File: config.mk
export PLATFORM = sky130hd
export DESIGN_NAME = keypad_scanner
export DESIGN_NICKNAME = d
export VERILOG_FILES = /design/src/rtl/lcds_pkg.sv /design/src/rtl/keypad_event_fifo.sv /design/src/rtl/keypad_scanner.sv
export SDC_FILE = /design/constraint.sdc
export NUM_CORES = 1
export LEC_CHECK = 0
export ABC_AREA = 1
export CAP_MARGIN = 20
export CELL_PAD_IN_SITES_DETAIL_PLACEMENT = 1
export CELL_PAD_IN_SITES_GLOBAL_PLACEMENT = 1
export CORE_MARGIN = 1.5
export CORE_UTILIZATION = 48
export CTS_BUF_LIST = sky130_fd_sc_hd__clkbuf_2
export CTS_CLUSTER_SIZE = 40
export DETAILED_ROUTE_END_ITERATION = 8
export PLACE_DENSITY_LB_ADDON = 0.25
export SYNTH_ARGS = -nofsm -noshare
export SYNTH_HDL_FRONTEND = slang
export SYNTH_SLANG_ARGS = --single-unit
File: constraint.sdc
create_clock -name clk -period 4.6 [get_ports clk]
set_input_delay 0.92 -clock clk [delete_from_list [all_inputs] [get_ports clk]]
set_output_delay 0.92 -clock clk [all_outputs]
set_load 0.02 [all_outputs]
File: src/rtl/lcds_pkg.sv
// Shared definitions for the keypad scanner.
//   KEY_RUN / KEY_MEM : key indices of the two keys on column 0
//   NUM_KEYS          : size of the debounced key-state vector
//   key_event_t       : one key event {is_release, code}
//   scan_state_t      : scan FSM states
package lcds_pkg;

    localparam int KEY_RUN  = 16;
    localparam int KEY_MEM  = 17;
    localparam int NUM_KEYS = 20;

    // "release" is a reserved word, so the release flag is named is_release.
    typedef struct packed {
        logic       is_release;
        logic [4:0] code;
    } key_event_t;

    typedef enum logic [1:0] {
        ST_IDLE,
        ST_DWELL,
        ST_EMIT
    } scan_state_t;

endpackage

File: src/rtl/keypad_event_fifo.sv
// Key-event FIFO.
//   clk, reset_n : clock, async active-low reset (empties the FIFO)
//   push, din    : write request and event; dropped when full unless a pop
//                  happens in the same cycle
//   pop          : read request; ignored when empty
//   dout         : head event, zero when empty
//   full, empty  : occupancy flags
module keypad_event_fifo
    import lcds_pkg::*;
#(
    parameter int FIFO_DEPTH = 4
) (
    input  logic       clk,
    input  logic       reset_n,
    input  logic       push,
    input  key_event_t din,
    input  logic       pop,
    output key_event_t dout,
    output logic       full,
    output logic       empty
);
    localparam int AW = $clog2(FIFO_DEPTH);

    key_event_t mem [FIFO_DEPTH];
    logic [AW:0] wr_ptr;
    logic [AW:0] rd_ptr;
    logic        do_pop;
    logic        do_push;

    // Pointers carry one extra wrap bit to tell full from empty.
    assign empty   = (wr_ptr == rd_ptr);
    assign full    = (wr_ptr[AW] != rd_ptr[AW]) && (wr_ptr[AW-1:0] == rd_ptr[AW-1:0]);
    assign do_pop  = pop & ~empty;
    assign do_push = push & (~full | do_pop);
    assign dout    = empty ? '0 : mem[rd_ptr[AW-1:0]];

    always_ff @(posedge clk or negedge reset_n) begin
        if (!reset_n) begin
            wr_ptr <= '0;
            rd_ptr <= '0;
        end else begin
            if (do_push) wr_ptr <= wr_ptr + 1'b1;
            if (do_pop)  rd_ptr <= rd_ptr + 1'b1;
        end
    end

    always_ff @(posedge clk) begin
        if (do_push) mem[wr_ptr[AW-1:0]] <= din;
    end

endmodule

File: src/rtl/keypad_scanner.sv
// 5-column x 4-row keypad scanner with per-key debounce and event FIFO.
//   clk, reset_n      : clock, async active-low reset
//   enable            : scan enable; low parks the scanner in IDLE
//   row[3:0]          : row sense inputs, active high
//   col[4:0]          : one-hot column strobe, zero when idle
//   key_valid         : event FIFO not empty
//   key_code[4:0]     : head event key index
//   key_release       : head event is a release
//   key_ready         : consumer pops the head when key_valid is high
//   overflow          : sticky, an event was dropped; clear_ovf clears it
//   any_key           : OR of all debounced key states
module keypad_scanner
    import lcds_pkg::*;
#(
    parameter int DWELL      = 1000,
    parameter int DEBOUNCE   = 3,
    parameter int FIFO_DEPTH = 4
) (
    input  logic       clk,
    input  logic       reset_n,
    input  logic       enable,
    input  logic [3:0] row,
    output logic [4:0] col,
    output logic       key_valid,
    output logic [4:0] key_code,
    output logic       key_release,
    input  logic       key_ready,
    output logic       overflow,
    input  logic       clear_ovf,
    output logic       any_key
);
    scan_state_t              state;
    logic [15:0]              dwell_cnt;
    logic [2:0]               c;
    logic [1:0]               e;
    logic [3:0]               row_q;
    logic [NUM_KEYS-1:0]      stable;
    logic [NUM_KEYS-1:0][1:0] cnt;

    logic [2:0]  c_next;
    logic [4:0]  k;
    logic        key_active;
    logic        s;
    logic        flip;
    key_event_t  ev;
    key_event_t  head;
    logic        fifo_full;
    logic        fifo_empty;
    logic        do_pop;
    logic        drop;

    assign c_next = (c == 3'd0) ? 3'd4 : c - 3'd1;

    // Column 0 only carries RUN (e=1) and MEM (e=2); the other rows there
    // are not wired to keys.
    always_comb begin
        k = {3'(3'd4 - c), e};
        if (c == 3'd0) k = 5'(KEY_RUN) + {3'b000, e} - 5'd1;
        key_active    = (state == ST_EMIT) && enable && !((c == 3'd0) && ((e == 2'd0) || (e == 2'd3)));
        s             = row_q[e];
        flip          = key_active && (s != stable[k]) && (({1'b0, cnt[k]} + 3'd1) == 3'(DEBOUNCE));
        ev.is_release = ~s;
        ev.code       = k;
    end

    // Scan sequencer: dwell on a column, then walk its four rows.
    always_ff @(posedge clk or negedge reset_n) begin
        if (!reset_n) begin
            state     <= ST_IDLE;
            col       <= '0;
            c         <= 3'd4;
            e         <= '0;
            dwell_cnt <= '0;
            row_q     <= '0;
        end else if (!enable) begin
            state     <= ST_IDLE;
            col       <= '0;
            c         <= 3'd4;
            e         <= '0;
            dwell_cnt <= '0;
        end else begin
            case (state)
                ST_IDLE: begin
                    state     <= ST_DWELL;
                    c         <= 3'd4;
                    col       <= 5'b10000;
                    dwell_cnt <= '0;
                end
                ST_DWELL: begin
                    if (dwell_cnt == 16'(DWELL - 1)) begin
                        row_q     <= row;
                        e         <= '0;
                        dwell_cnt <= '0;
                        state     <= ST_EMIT;
                    end else begin
                        dwell_cnt <= dwell_cnt + 16'd1;
                    end
                end
                ST_EMIT: begin
                    if (e == 2'd3) begin
                        c     <= c_next;
                        col   <= 5'd1 << c_next;
                        e     <= '0;
                        state <= ST_DWELL;
                    end else begin
                        e <= e + 2'd1;
                    end
                end
                default: state <= ST_IDLE;
            endcase
        end
    end

    // Per-key debounce; the stable state flips even if the event is dropped.
    always_ff @(posedge clk or negedge reset_n) begin
        if (!reset_n) begin
            stable  <= '0;
            cnt     <= '0;
            any_key <= 1'b0;
        end else begin
            any_key <= |stable;
            if (key_active) begin
                if (s == stable[k]) begin
                    cnt[k] <= '0;
                end else if (flip) begin
                    stable[k] <= s;
                    cnt[k]    <= '0;
                end else begin
                    cnt[k] <= cnt[k] + 2'd1;
                end
            end
        end
    end

    assign do_pop = key_ready & ~fifo_empty;
    assign drop   = flip & fifo_full & ~do_pop;

    // A drop in the same cycle as clear_ovf wins.
    always_ff @(posedge clk or negedge reset_n) begin
        if (!reset_n)       overflow <= 1'b0;
        else if (drop)      overflow <= 1'b1;
        else if (clear_ovf) overflow <= 1'b0;
    end

    keypad_event_fifo #(
        .FIFO_DEPTH (FIFO_DEPTH)
    ) u_fifo (
        .clk     (clk),
        .reset_n (reset_n),
        .push    (flip),
        .din     (ev),
        .pop     (key_ready),
        .dout    (head),
        .full    (fifo_full),
        .empty   (fifo_empty)
    );

    assign key_valid   = ~fifo_empty;
    assign key_code    = head.code;
    assign key_release = head.is_release;

endmodule

-- After elaboration in Yosys (flattened, before gate mapping)
Memory sizes are Yosys's and may differ from the RTL's.
Cells that the tools add are included.
- register bits after elaboration: 100
- RAM bits: 24
- word-level logic and storage cells: 130
- memories kept: 1
- output and inout port bits: 14
- input port bits: 9
- order comparisons: 3
- equal/unequal tests: 15
- $add $sub $neg: 10
- mux-type cells: 38
- bitwise operators: 12
- shift-type cells: 1
- reductions and logical operators: 19
- memory list (name ; words ; bits a word ; read ports ; clocked after memory_dff ; write ports ; line ; text):
    u_fifo.mem ; 4 ; 6 ; 1 ; 0 ; 1 ; keypad_event_fifo.sv:24 ; key_event_t mem [FIFO_DEPTH];
- operators by type and width (cell ; count):
    two-way mux 40 bit ; 2
    bitwise AND 40 bit ; 1
    bitwise mux 40 bit ; 1
    inverter 40 bit ; 1
    two-way mux 16 bit ; 2
    case mux 16 bit (2 select lines) ; 1
    bitwise mux 20 bit ; 1
    OR reduction 20 bit ; 1
    adder 16 x 1 -> 16 bit (second input constant) ; 1
    == test 16 x 10 -> 1 bit (second input constant) ; 1
    two-way mux 2 bit ; 8
    two-way mux 5 bit ; 3
    binary-select mux 2 bit (select 5 bit) ; 1
    demux 2 bit (select 5 bit) ; 1
    case mux 5 bit (2 select lines) ; 1
    two-way mux 3 bit ; 3
    inequality test 3 x 1 -> 1 bit (second input constant) ; 3
    logical AND 1 bit ; 7
    two-way mux 1 bit ; 7
    adder 3 x 1 -> 3 bit (second input constant) ; 2
    < comparator 5 x 6 -> 1 bit (second input constant) ; 1
    two-way mux 6 bit ; 1
    case mux 2 bit (3 select lines) ; 1
    case mux 3 bit (2 select lines) ; 1
    other kinds (32) ; 46

-- Depth between registers and ports, before layout
- depth in word-level cells: 11
- depth in mapped cells: 23
- mapped depth without buffers: 19

-- Hierarchy
From an unflattened synthesis, not the netlist that was laid out.
- cells, all modules: 820
- area, all modules: 6663.9 um2
- modules (own cells, without submodules) (module ; times used ; seq. area each (um2) ; cells each ; area an instance (um2)):
    keypad_scanner ; 1 ; 2353.5 ; 684 ; 5277.6
    keypad_event_fifo ; 1 ; 870.8 ; 136 ; 1386.3

-- Worst setup path after synthesis
Ideal clock, no wire load.
- path kind: flip-flop to flip-flop
- from: register c[0]
- to: memory u_fifo.mem[0][0] in the netlist's numbering (enable)
- arrival time: 3.003 ns
- setup time: 0.350 ns
- path buffers: 1
- slack: 1.247 ns
- cell stages (with the launch flop): 18
- path through: dfrtp_1 > inv_1 > ha_1 > ha_1 > buf_4 > nand2_1 > nand2_2 > nor2_2 > clkinv_1 > o22ai_1 > o21ai_0 > nand3_1 > nand3b_1 > ha_1 > nand2_1 > inv_2 > nand3_1 > nor2_1
- longest elaborated chain between the ends: 10
- elaborated cells between the ends (all ways): 18
- classes of those cells: add/sub (2); eq/ne (2); mux (7); bitwise (1); reduce/logical (6)
- ends and longest elaborated chain (what ; line ; text):
    start, declared ; keypad_scanner.sv:34 ; logic [2:0] c;
    start signal, assigned ; keypad_scanner.sv:101 ; c <= c_next;
    subtractor 3 bit / zero test 3 bit (equally long branches) ; keypad_scanner.sv:57, keypad_scanner.sv:58, keypad_scanner.sv:59 ;
    two-way mux 5 bit ; keypad_scanner.sv:58 ; if (c == 3'd0) k = 5'(KEY_RUN) + {3'b000, e} - 5'd1;
    binary-select mux 2 bit (select 5 bit) / binary-select mux 1 bit (select 5 bit) (equally long branches) ; keypad_scanner.sv:61 ; flip = key_active && (s != stable[k]) && (({1'b0, cnt[k]} + 3'd1) == 3'(DEBOUNCE));
    two-way mux 2 bit (not written as such) / two-way mux 1 bit (equally long branches) ; keypad_scanner.sv:61 ;
    adder 2 x 1 -> 3 bit / inequality test 1 bit (equally long branches) ; keypad_scanner.sv:61 ;
    == test 3 x 2 -> 1 bit / logical AND 1 bit (equally long branches) ; keypad_scanner.sv:61 ;
    logical AND 1 bit * ; keypad_scanner.sv:61 ;
    bitwise AND 1 bit * ; keypad_event_fifo.sv:34 ; assign do_push = push & (~full | do_pop);
    two-way mux 1 bit * ; keypad_event_fifo.sv:48 ; if (do_push) mem[wr_ptr[AW-1:0]] <= din;
    two-way mux 1 bit (not written as such) * ; keypad_event_fifo.sv:48 ;
    end, declared ; keypad_event_fifo.sv:24 ;
Every way passes the cells marked *; elsewhere a longest branch is shown, timed or not. The select of a mux whose other input is x is not followed.

-- Final worst setup path
- from: register c[0]
- to: memory u_fifo.mem[1][5] in the netlist's numbering (enable)
The elaborated chain is that of the path after synthesis.

==> impl_metrics.tcl <==
set metrics [dict create \
    hold_buffers 0 \
    start_util_pct 48.97 \
    grt_pass1_wl_mm 30.97 \
    cts-root-buf "clkbuf_2" \
    syn_inst 855 \
    hold_violations 0 \
    cts.sinks 124 \
    p_leak_nw 3.848 \
    finalMaxSlewViolations 0 \
    p_per_area_nw_per_um2 315.3 \
    clk_latency_ns 0.76 \
    instances_no_fill 1075 \
    core_area_um2 13770 \
    grt.total_usage_pct 27.25 \
    grt_pass1_vias 6094 \
    cts_tree "yes" \
    die_h_um 121.5 \
    nNetsFinal 905 \
    register_area_um2 3224 \
    worst-endpoint-required_ns 5.06 \
    post-route-period-util_pct 94.36 \
    gp_congestion 0.8749 \
    synth_area_leader_cell "dfrtp_1" \
    postRouteAntennaNets 0 \
    crit_fanout 10 \
    io_buffers 22 \
    dr.pass1.iters 5 \
    die_w_um 121.5 \
    synth_nets 879 \
    path_class "reg2reg" \
    drt_iter0_markers 330 \
    placed_cell_area_um2 7117 \
    min_path_type "in2async" \
    ys_async_sr_fraction_pct 80.65 \
    worst_pin_slew_ns 0.9960 \
    io_pins 23 \
    finalSetupViolCount 0 \
    cts_setup_buffers 0 \
    nFillCells 1727 \
    cts_buffers 17 \
    synth.distinct_cells 42 \
    status "finished clean" \
    multiInputGateArea_um2 2833 \
    route.detailed.drc 0 \
    dieArea_um2 14770 \
    synth-main-ff-cell "dfrtp_1" \
    fin_area_um2 7428 \
    cp-start-kind "flip-flop" \
    cts_buffer_depth 2 \
    drive_gt1_share_pct 11.19 \
    clock_skew_ns 0.02661 \
    worstRegToRegCells 17 \
    rows 43 \
    syn_avg_cell_area_um2 7.889 \
    htree_levels 4 \
    wl_mm 18.60 \
    synth_edf_count 24 \
    final.min_clock_period_ns 4.341 \
    slew_headroom_pct 33.60 \
    final_common_cell "nand2_1" \
    synth-seq-cells 124 \
    antenna_found_initial 0 \
    worstPathArrival_ns 4.80 \
    viasPerCell 5.393 \
    hpwl_mm 13.59 \
    fmax_mhz 230.4 \
    yosys_warnings 0 \
    drt-wirelength-per-cell_um 17.30 \
    clkTransAtPathRegs_ns 0.19 \
    drv_cap 0 \
    syn_area_um2 6745 \
    layout_common_cells "nand2_1, inv_1, dfrtp_1" \
    synth_area_leaders "dfrtp_1, nand2_1, edfxtp_1" \
    seq_area_frac_synth_pct 47.80 \
    cp-end-kind "flip-flop" \
    overflow 0 \
    synth.top_cell.area_share_pct 36.73 \
    grt_max_degree 74 \
    peakVddDrop_uv 150.8 \
    syn_to_final_growth_pct 10.13 \
    vias 5798 \
    placed_cells 1042 \
]
==> worst max-delay path, cell delays in order, from the launching register on <==
cell and delay (ns):
dfrtp_1 0.46, inv_1 0.12, ha_1 0.24, ha_1 0.43
inv_2 0.10, nand2_2 0.15, nand2_2 0.15, nor2_2 0.26
clkinv_1 0.36, o22ai_1 0.36, o21ai_0 0.14, nand3_1 0.18
nand3b_1 0.14, ha_1 0.15, nand2_1 0.12, inv_2 0.12
nand3_2 0.26, nor2_4 0.30
==> what timing repair did <==
action                                 in CTS  in global routing
setup endpoints to repair                   0                 25
endpoints found under the hold margin       0                  0
gates resized for setup                     0                 10
==> sequential cells by signal, indices dropped and copies added, names as in the netlist <==
signal,count
cnt,40
u_fifo.mem,24
stable,20
dwell_cnt,16
col,5
row_q,4
c,3
u_fifo.rd_ptr,3
u_fifo.wr_ptr,3
e,2
state,2
any_key,1
overflow,1
==> area by class of cell <==
cell class,count,area share (%)
flip-flops and latches,124,43.41
multi-input cells,548,38.13
inverters,160,8.085
repair buffers,30,3.739
well taps,180,3.032
clock inverters,14,2.358
clock buffers,18,1.213
diodes,1,0.03369
==> where the power goes <==
group	switching [mW]	leakage (nW)	internal (mW)
Combinational	0.212	2.18	0.158
Sequential	0.0500	1.51	1.14
Clock	0.432	0.161	0.352
Total	0.694	3.85	1.65
==> per-layer routing <==
layer	GRT usage, %	share of wire (%)	vias to the layer above
met2	47.42	51	95
li1	-	-	2791
met4	10.66	2.5	0
met5	0	0	-
met3	4.682	3.1	39
met1	33.81	44	2873
==> final timing paths <==
check | start | to | slack (ns)
setup / recovery | c[0]$_DFFE_PN0P_ | u_fifo.mem[1][5]$_DFFE_PP_ | 0.26
hold / removal | reset_n | stable[6]$_DFFE_PN0P_ | 0.27
setup reg to reg | c[0]$_DFFE_PN0P_ | u_fifo.mem[1][5]$_DFFE_PP_ | 0.26
hold reg to reg | stable[3]$_DFFE_PN0P_ | stable[3]$_DFFE_PN0P_ | 0.50
max in group asynchronous | reset_n | c[2]$_DFFE_PN1P_ | 3.31
min in group clk | stable[3]$_DFFE_PN0P_ | stable[3]$_DFFE_PN0P_ | 0.50
==> metrics by stage <==
step | worst slack [ns] | util, % | power, mW | TNS [ns] | hold WS [ns]
after global placement | 0.4610 | 51.67 | 1.568 | 0 | 0.4540
after floorplan | 1.247 | - | 1.425 | 0 | 0.4417
after global routing | -0.01070 | 53.92 | 2.451 | -0.04017 | 0.3098
after detailed placement | 0.1939 | 51.67 | 1.587 | 0 | 0.4595
after CTS | 0.1081 | 53.60 | 2.367 | 0 | 0.2929
final | 0.2594 | 53.93 | 2.342 | 0 | 0.2705
==> Yosys cell counts (all sizes together) (3+ instances only) <==
library cell / number
ha: 15
dfrtp: 99
or2: 12
o22ai: 10
nand2: 226
inv: 158
clkbuf: 10
o21ai: 32
edfxtp: 24
nand4: 32
xor2: 5
nor4: 6
a21oi: 51
a22o: 3
mux2: 5
nor3: 10
nand3: 41
buf: 13
nor2: 81
o32ai: 6
==> kinds of logic (layout without fill, tap and decap cells) <==
| group | Yosys count | after routing | synth area share [%] |
|---|---|---|---|
| AND/OR/NAND/NOR | 410 | 410 | 26.34 |
| buffers and inverters | 183 | 222 | 10.85 |
| flip-flops | 124 | 124 | 47.80 |
| AO/OA/AOI/OAI | 111 | 111 | 10.48 |
| adder cells (fa/ha/maj) | 15 | 15 | 2.782 |
| XOR/XNOR | 7 | 7 | 0.9089 |
| multiplexers | 5 | 5 | 0.8347 |
| other | 0 | 1 | 0 |
Power figures use the tool's default switching activity.
